===== src/rtl/zx81_tape_player.sv =====
// zx81_tape_player: replays a buffered tape image as ZX81 EAR pulse trains
// Ports:
//   clk_sys   - system clock, all logic on the rising edge
//   reset_n   - synchronous reset, active low
//   start     - one-cycle strobe, begins playback from address 0 (needs play=1)
//   play      - 1 runs playback, 0 freezes it with tape_out held low
//   tape_size - number of image bytes, captured on the accepted start
//   rd_addr   - buffer read address
//   rd_data   - buffer data, valid one cycle after rd_addr
//   tape_out  - generated tape signal
//   busy      - high from the accepted start until DONE
//   done      - one-cycle pulse at the end of playback
//   byte_pos  - index of the image byte currently being sent
module zx81_tape_player #(
    parameter int          CLK_MHZ   = 52,
    parameter int          PULSE_US  = 150,
    parameter int          GAP_US    = 1300,
    parameter int          LEADER_US = 500000,
    parameter logic [7:0]  NAME_BYTE = 8'hA6
) (
    input  logic        clk_sys,
    input  logic        reset_n,
    input  logic        start,
    input  logic        play,
    input  logic [15:0] tape_size,
    output logic [15:0] rd_addr,
    input  logic [7:0]  rd_data,
    output logic        tape_out,
    output logic        busy,
    output logic        done,
    output logic [15:0] byte_pos
);
    localparam int MAXD = LEADER_US > GAP_US ? (LEADER_US > PULSE_US ? LEADER_US : PULSE_US)
                                             : (GAP_US > PULSE_US ? GAP_US : PULSE_US);
    localparam int TW = $clog2(MAXD + 1);
    localparam int PW = $clog2(CLK_MHZ + 1);
    typedef enum logic [2:0] {IDLE, LEADER, FETCH, LOAD, PULSE_HI, PULSE_LO, GAP, DONE} state_t;
    state_t        state, state_n;
    logic [PW-1:0] presc;
    logic [TW-1:0] timer, dur;
    logic [7:0]    sr;
    logic [2:0]    bit_cnt;
    logic [3:0]    pulse_cnt;
    logic          is_name, run, tick, expire, last_pulse, end_tape;
    logic [15:0]   size, pos_n;
    assign busy       = state != IDLE && state != DONE;
    assign done       = state == DONE;
    assign tape_out   = state == PULSE_HI && play;
    // a paused player freezes every register; IDLE and DONE are never paused
    assign run        = play || !busy;
    assign tick       = presc == PW'(CLK_MHZ - 1);
    assign dur        = state == LEADER ? TW'(LEADER_US) : state == GAP ? TW'(GAP_US) : TW'(PULSE_US);
    assign expire     = tick && timer == dur - TW'(1);
    assign last_pulse = pulse_cnt == (sr[7] ? 4'd8 : 4'd3);
    // after the name byte the image starts at 0; an empty image then ends at once
    assign pos_n      = is_name ? 16'd0 : byte_pos + 16'd1;
    assign end_tape   = pos_n == size;
    always_comb begin
        state_n = state;
        case (state)
            IDLE:     if (start && play) state_n = LEADER;
            LEADER:   if (expire) state_n = LOAD;
            FETCH:    state_n = LOAD;
            LOAD:     state_n = PULSE_HI;
            PULSE_HI: if (expire) state_n = PULSE_LO;
            PULSE_LO: if (expire) state_n = last_pulse ? GAP : PULSE_HI;
            GAP:      if (expire) state_n = bit_cnt != 3'd0 ? PULSE_HI : end_tape ? DONE : FETCH;
            default:  state_n = IDLE;
        endcase
        if (!run) state_n = state;
    end
    always_ff @(posedge clk_sys) begin
        if (!reset_n) begin
            state     <= IDLE;
            presc     <= '0;
            timer     <= '0;
            sr        <= '0;
            bit_cnt   <= '0;
            pulse_cnt <= '0;
            is_name   <= 1'b0;
            size      <= '0;
            byte_pos  <= '0;
            rd_addr   <= '0;
        end else if (run) begin
            state <= state_n;
            presc <= (state_n != state || tick) ? '0 : presc + PW'(1);
            timer <= state_n != state ? '0 : tick ? timer + TW'(1) : timer;
            if (state == IDLE && state_n == LEADER) begin
                byte_pos <= '0;
                size     <= tape_size;
            end
            if (state == LEADER && expire) begin
                sr      <= NAME_BYTE;
                is_name <= 1'b1;
            end
            if (state == LOAD) begin
                if (!is_name) sr <= rd_data;
                bit_cnt   <= 3'd7;
                pulse_cnt <= '0;
            end
            if (state == PULSE_LO && expire) pulse_cnt <= pulse_cnt + 4'd1;
            if (state == GAP && expire) begin
                pulse_cnt <= '0;
                if (bit_cnt != 3'd0) begin
                    sr      <= {sr[6:0], 1'b0};
                    bit_cnt <= bit_cnt - 3'd1;
                end else begin
                    is_name  <= 1'b0;
                    byte_pos <= pos_n;
                end
            end
            // address is registered on FETCH entry so the RAM sees it during FETCH
            if (state != FETCH && state_n == FETCH) rd_addr <= pos_n;
        end
    end
endmodule


===== config.mk =====
export PLATFORM = sky130hd
export DESIGN_NAME = zx81_tape_player
export DESIGN_NICKNAME = d
export VERILOG_FILES = /design/src/rtl/zx81_tape_player.sv
export SDC_FILE = /design/constraint.sdc
export NUM_CORES = 1
export LEC_CHECK = 0
export ABC_AREA = 1
export CORE_MARGIN = 2
export CORE_UTILIZATION = 40
export DETAILED_ROUTE_END_ITERATION = 12
export GPL_ROUTABILITY_DRIVEN = 0
export PLACE_DENSITY = 0.64
export SLEW_MARGIN = 15
export SYNTH_ARGS = -nofsm -noshare
export SYNTH_HDL_FRONTEND = slang
export SYNTH_SLANG_ARGS = --single-unit

===== constraint.sdc =====
create_clock -name clk_sys -period 5 [get_ports clk_sys]
set_input_delay 1.5 -clock clk_sys [delete_from_list [all_inputs] [get_ports clk_sys]]
set_output_delay 1.5 -clock clk_sys [all_outputs]
set_load 0.1 [all_outputs]

==> flow_summary.json, run 1 <==
{
  "leakagePower_nw": 2.62,
  "drive_above_1_share_pct": 5.57,
  "dr_total_vias": 5537,
  "final_antenna_net_count": 0,
  "clockBufferDepth": 2,
  "r2r_start": "byte_pos[0]",
  "row_count": 42,
  "finalClockSkew_ns": 0.00667,
  "grt_max_degree": 55,
  "hold_viol_final": 0,
  "start_kind": "primary input",
  "grt_pass1_wl_um": 24000,
  "seq_area_um2": 1840,
  "min_period_ns": 3.95,
  "diodes": 0,
  "slew_headroom_pct": 28.8,
  "dr.pass1.iters": 5,
  "path_clk_slew_ns": 0.06,
  "cts-root-buf": "clkbuf_16",
  "area_growth_pct": 18.8,
  "design_area_um2": 6530,
  "dpl_cell_area_um2": 6200,
  "crit_path_max_fanout": 3,
  "synth_top_flop_cell": "dfxtp_1",
  "yosys.cell_types.count": 44,
  "core_um2": 13300,
  "r2r_end": "presc[3]",
  "multi_input_area_um2": 3110,
  "postCtsSetupRepairBufs": 0,
  "whs_path_depth": 2,
  "cts_resized": 0,
  "die_x_um": 121,
  "final_cell_mix": "nand2_1, nor2_1, inv_1",
  "synth-seq-cells": 92,
  "synthArstFlopShare_pct": 0,
  "max_stage_delay_ns": 0.51,
  "fin_util_pct": 48.9,
  "synthCells": 850,
  "drc": 0,
  "final_nets": 928,
  "rsz0062_at_grt": "false",
  "synth-seq-area-share_pct": 33.5,
  "hold_start": "timer[6]",
  "synth_nets": 884,
  "grt_pass1_vias": 4809,
  "grt_overflow_total": 0,
  "dieHeight_um": 121,
  "max_cap_violations": 0,
  "whs_ns": 0.463,
  "syn_avg_cell_area_um2": 6.47,
  "cp_num_buf_inv": 3,
  "grt_usage_pct": 20.2,
  "tightest_slew_ns": 1.06,
  "cts_hold_buffers": 0,
  "via_per_inst": 5.16,
  "tns_ns": 0,
  "io_pins": 63,
  "critical_path.top_delay_family": "buffers and inverters",
  "synth_warnings": 0,
  "crit_chain": "clkdlybuf4s50_1 -> inv_1 -> nor2_1 -> buf_4",
  "clk_latency_ns": 0.35,
  "synth.largest_area_cell": "dfxtp_1",
  "numCtsBuffers": 9,
  "outcome": "completed",
  "required_ns": 3.50,
  "crit_type": "in2out",
  "cts_tree": "built",
  "r2r_slack_ns": 1.26,
  "syn-cell-area_um2": 5500,
  "peakVddDrop_uv": 134,
  "place_ws_ns": 1.05,
  "crit_arrival_ns": 2.45,
  "slew_viol_final": 0,
  "setup_viol": 0,
  "antenna_found_initial": 0,
  "timing.final.ws_setup_ns": 1.05,
  "period_share_pct": 79.0,
  "synth_edf_count": 0,
  "clock_sinks": 92,
  "min_path_type": "reg2reg",
  "wl_per_cell_um": 13.2,
  "yosysTopAreaCellShare_pct": 33.5,
  "initial_utilization_pct": 41.2,
  "power_density_nw_per_um2": 269,
  "synth.area.top_cells": "dfxtp_1, nand2_1, nor2_1",
  "ff2ff_path_depth": 22,
  "fmaxAchievable_mhz": 253,
  "crit_slowest_cell": "clkdlybuf4s50_1",
  "layout_commonest_cell": "nand2_1",
  "fillers": 1419,
  "cp-end-kind": "output pin",
  "portBuffers": 62,
  "wirelength_um": 14200,
  "hpwlAfterDp_um": 10100,
  "h-tree-depth": 3,
  "worstHoldEndpoint": "timer[6]",
  "drt_iter0_drc": 409,
  "die_area_um2": 14700
}
-- how the worst max path moves through the flow --
stage / startpoint / endpoint / slack [ns] / cells past startpoint
6_report: play / tape_out / 1.05 / 4
5_1_grt: byte_pos[0] / timer[18] / 0.71 / 23
4_1_cts: play / tape_out / 1.04 / 4
3_5_place_dp: play / tape_out / 1.05 / 4
3_3_place_gp: play / tape_out / 1.04 / 4
2_1_floorplan: play / tape_out / 0.72 / 2
-- routing by layer --
layer  global-route usage [%]  routed length, µm
met4                     6.54                207
met5                        0                  0
met1                     30.9               7380
met3                     4.14                882
met2                     27.9               5720
-- per-stage QoR --
| stage | cells | power (mW) |
|---|---|---|
| floorplan | 850 | 0.962 |
| global placement | 1059 | 1.02 |
| detailed placement | 1059 | 1.03 |
| CTS | 1074 | 1.77 |
| global route | 1074 | 1.84 |
| finish | 1074 | 1.76 |
-- state kept, by name, summed over array words and instances (netlist names) --
name / flops
sr: 8
timer: 19
is_name: 1
state: 3
presc: 6
byte_pos: 16
size: 16
bit_cnt: 3
pulse_cnt: 4
rd_addr: 16
-- worst register-to-register path: cells and delay by family (launching register included) --
family / cells / cell delay, ns
AND/OR/NAND/NOR: 19 / 2.63
flip-flops: 1 / 0.49
adder cells (fa/ha/maj): 1 / 0.27
buffers and inverters: 2 / 0.24
-- synth_stat cells, types with 3 or more instances --
master	instances
a211oi_1	3
a21oi_1	54
buf_2	4
buf_4	3
buf_6	3
clkbuf_1	23
dfxtp_1	92
ha_1	6
inv_1	94
inv_2	4
nand2_1	200
nand2_2	7
nand3_1	73
nand3_2	3
nand4_1	41
nor2_1	118
nor2_2	4
nor3_1	11
o21ai_0	35
o221ai_1	16
xnor2_1	4
xor2_1	22
-- report_power, final --
group	switching, mW	total, mW	internal [mW]
combinational	0.155	0.230	0.0754
clock	0.297	0.749	0.452
sequential	0.0216	0.777	0.756
-- area by class of cell --
cell class                      instances  share of cell area (%)
Inverter                              100                    5.75
Sequential cell                        92                    28.2
Timing Repair Buffer                   68                    10.1
Tap cell                              176                    3.37
Clock inverter                          5                    1.30
Multi-Input combinational cell        623                    47.6
Clock buffer                           10                    3.66
-- cells by family after synthesis --
logic type	synth area share, %
and+or+nand+nor	37.8
buffers and inverters	9.93
xor gates and xnor gates	4.14
AOI/OAI and AO/OA	13.3
adders and majority gates	1.37
DFF	33.5
(Power assumes the default switching activity.)
==> run 2, diff against run 1 <==
==> constraint.sdc (replaced) <==
create_clock -name clk_sys -period 3.86 [get_ports clk_sys]
set_input_delay 1.158 -clock clk_sys [delete_from_list [all_inputs] [get_ports clk_sys]]
set_output_delay 1.158 -clock clk_sys [all_outputs]
set_load 0.1 [all_outputs]
==> run 2 against run 1 <==
Effect of this change:
- flip-flop and latch count is the same
- total power grew 23%
- wire length grew 5.1%
- sequential power grew 30%
- worst setup slack lost 0.52 ns
- utilization shrank 0.60 points
- design area shrank 1.2%
- critical endpoint is now rd_addr[12]
- largest power group unchanged
==> flow_summary.json, run 2 (same netlist as run 1, synthesis figures left out) <==
{
  "dieHeight_um": 121,
  "core_um2": 13300,
  "rsz0062_at_grt": "false",
  "crit_arrival_ns": 3.58,
  "use_met2_pct": 29.7,
  "ff2ff_path_depth": 23,
  "grt_max_degree": 55,
  "postCtsSetupRepairBufs": 0,
  "cts_tree": "built",
  "power_density_nw_per_um2": 335,
  "path_clk_slew_ns": 0.06,
  "period_share_pct": 86.4,
  "wirelength_um": 14900,
  "largest_reg_flops": 19,
  "busiest_layer": "met1",
  "final_cell_mix": "nand2_1, nor2_1, inv_1",
  "fillers": 1429,
  "clockBufferDepth": 2,
  "h-tree-depth": 3,
  "cp-endpoint": "rd_addr[12]",
  "grt_pass1_vias": 5019,
  "grt_usage_pct": 21.0,
  "start_kind": "register",
  "drive_above_1_share_pct": 9.32,
  "cts-root-buf": "clkbuf_16",
  "critical_path.startpoint": "byte_pos[0]",
  "regMostFlops": "timer",
  "min_period_ns": 3.33,
  "diodes": 0,
  "slew_headroom_pct": 35.3,
  "via_per_inst": 5.20,
  "grt_util_met3_pct": 3.57,
  "outcome": "completed",
  "clock_sinks": 92,
  "fmaxAchievable_mhz": 300,
  "crit_type": "reg2reg",
  "tns_ns": 0,
  "slew_viol_final": 0,
  "cts_resized": 0,
  "r2r_start": "byte_pos[0]",
  "drc": 0,
  "cts_hold_buffers": 0,
  "place_ws_ns": 0.397,
  "drt_iter0_drc": 422,
  "antenna_found_initial": 0,
  "crit_path_max_fanout": 21,
  "r2r_slack_ns": 0.53,
  "numCtsBuffers": 9,
  "row_count": 42,
  "wl_per_cell_um": 13.8,
  "required_ns": 4.11,
  "dr.pass1.iters": 8,
  "grt_overflow_total": 0,
  "io_pins": 63,
  "setup_viol": 0,
  "clk_latency_ns": 0.36,
  "die_area_um2": 14700,
  "cp-end-kind": "register",
  "min_path_type": "reg2reg",
  "initial_utilization_pct": 41.2,
  "layout_commonest_cell": "nand2_1",
  "die_x_um": 121,
  "leakagePower_nw": 2.67,
  "peakVddDrop_uv": 207,
  "max_cap_violations": 0,
  "whs_ns": 0.469,
  "hold_viol_final": 0,
  "final_nets": 931,
  "portBuffers": 62,
  "tightest_slew_ns": 0.967,
  "met1_usage_pct": 32.0,
  "dr_total_vias": 5605,
  "hpwlAfterDp_um": 10700,
  "finalClockSkew_ns": 0.00979,
  "grt_pass1_wl_um": 24700,
  "r2r_end": "rd_addr[12]",
  "timing.final.ws_setup_ns": 0.526,
  "area_growth_pct": 17.3,
  "final_antenna_net_count": 0,
  "p_total_mw": 2.16
}
==> run 2: final cells by class <==
type,count,area [µm²],share of cell area (%)
Timing Repair Buffer,71,618,9.59
Inverter,100,375,5.82
Multi-Input combinational cell,623,3110,48.3
Sequential cell,92,1840,28.6
Tap cell,176,220,3.42
Clock inverter,4,25.0,0.388
Clock buffer,11,253,3.92
==> run 2: stage by stage <==
stage                     area (µm²)  util [%]  cells
after floorplan                 5500         -    850
after global placement          6160      46.2   1062
after detailed placement        6160      46.2   1062
after CTS                       6440      48.3   1077
after global routing            6450      48.3   1077
final                           6450      48.3   1077
==> run 2: power breakdown <==
part	total, mW	leakage (nW)	switching [mW]	internal (mW)
Combinational	0.304	1.80	0.206	0.0980
Clock	0.846	0.133	0.380	0.466
Sequential	1.01	0.745	0.0277	0.979
==> run 2: worst max-delay path, stage by stage (launching register included) <==
cell and delay, ns:
dfxtp_1 0.44, ha_1 0.25, nand3_1 0.16, nor2_1 0.24
nand2_1 0.10, inv_1 0.10, nand2_1 0.05, nand2_1 0.06
nand3_1 0.11, inv_1 0.12, nand2_1 0.05, nand2_1 0.05
nor2_1 0.04, nand3_1 0.12, nand2_1 0.08, nand2_1 0.06
nand2_1 0.05, nand2_1 0.09, nand2_2 0.08, o21ai_4 0.26
and3_4 0.40, nand2_1 0.15, nand2_1 0.11, nor2_1 0.05
==> run 2: metal layers <==
layer	wire (µm)	vias up
li1	-	2904
met1	7460	2507
met2	6180	180
met3	1040	14
met4	228	0
met5	0	-
==> run 2: worst min-delay path by stage <==
stage                          start    endpoint  slack, ns  cells after the start
after floorplan           bit_cnt[0]  bit_cnt[0]       0.44                      1
after global placement      timer[6]    timer[6]       0.45                      2
after detailed placement     size[0]     size[0]       0.46                      2
after CTS                    size[0]     size[0]       0.47                      2
after global routing         size[0]     size[0]       0.48                      2
final                       timer[6]    timer[6]       0.47                      2
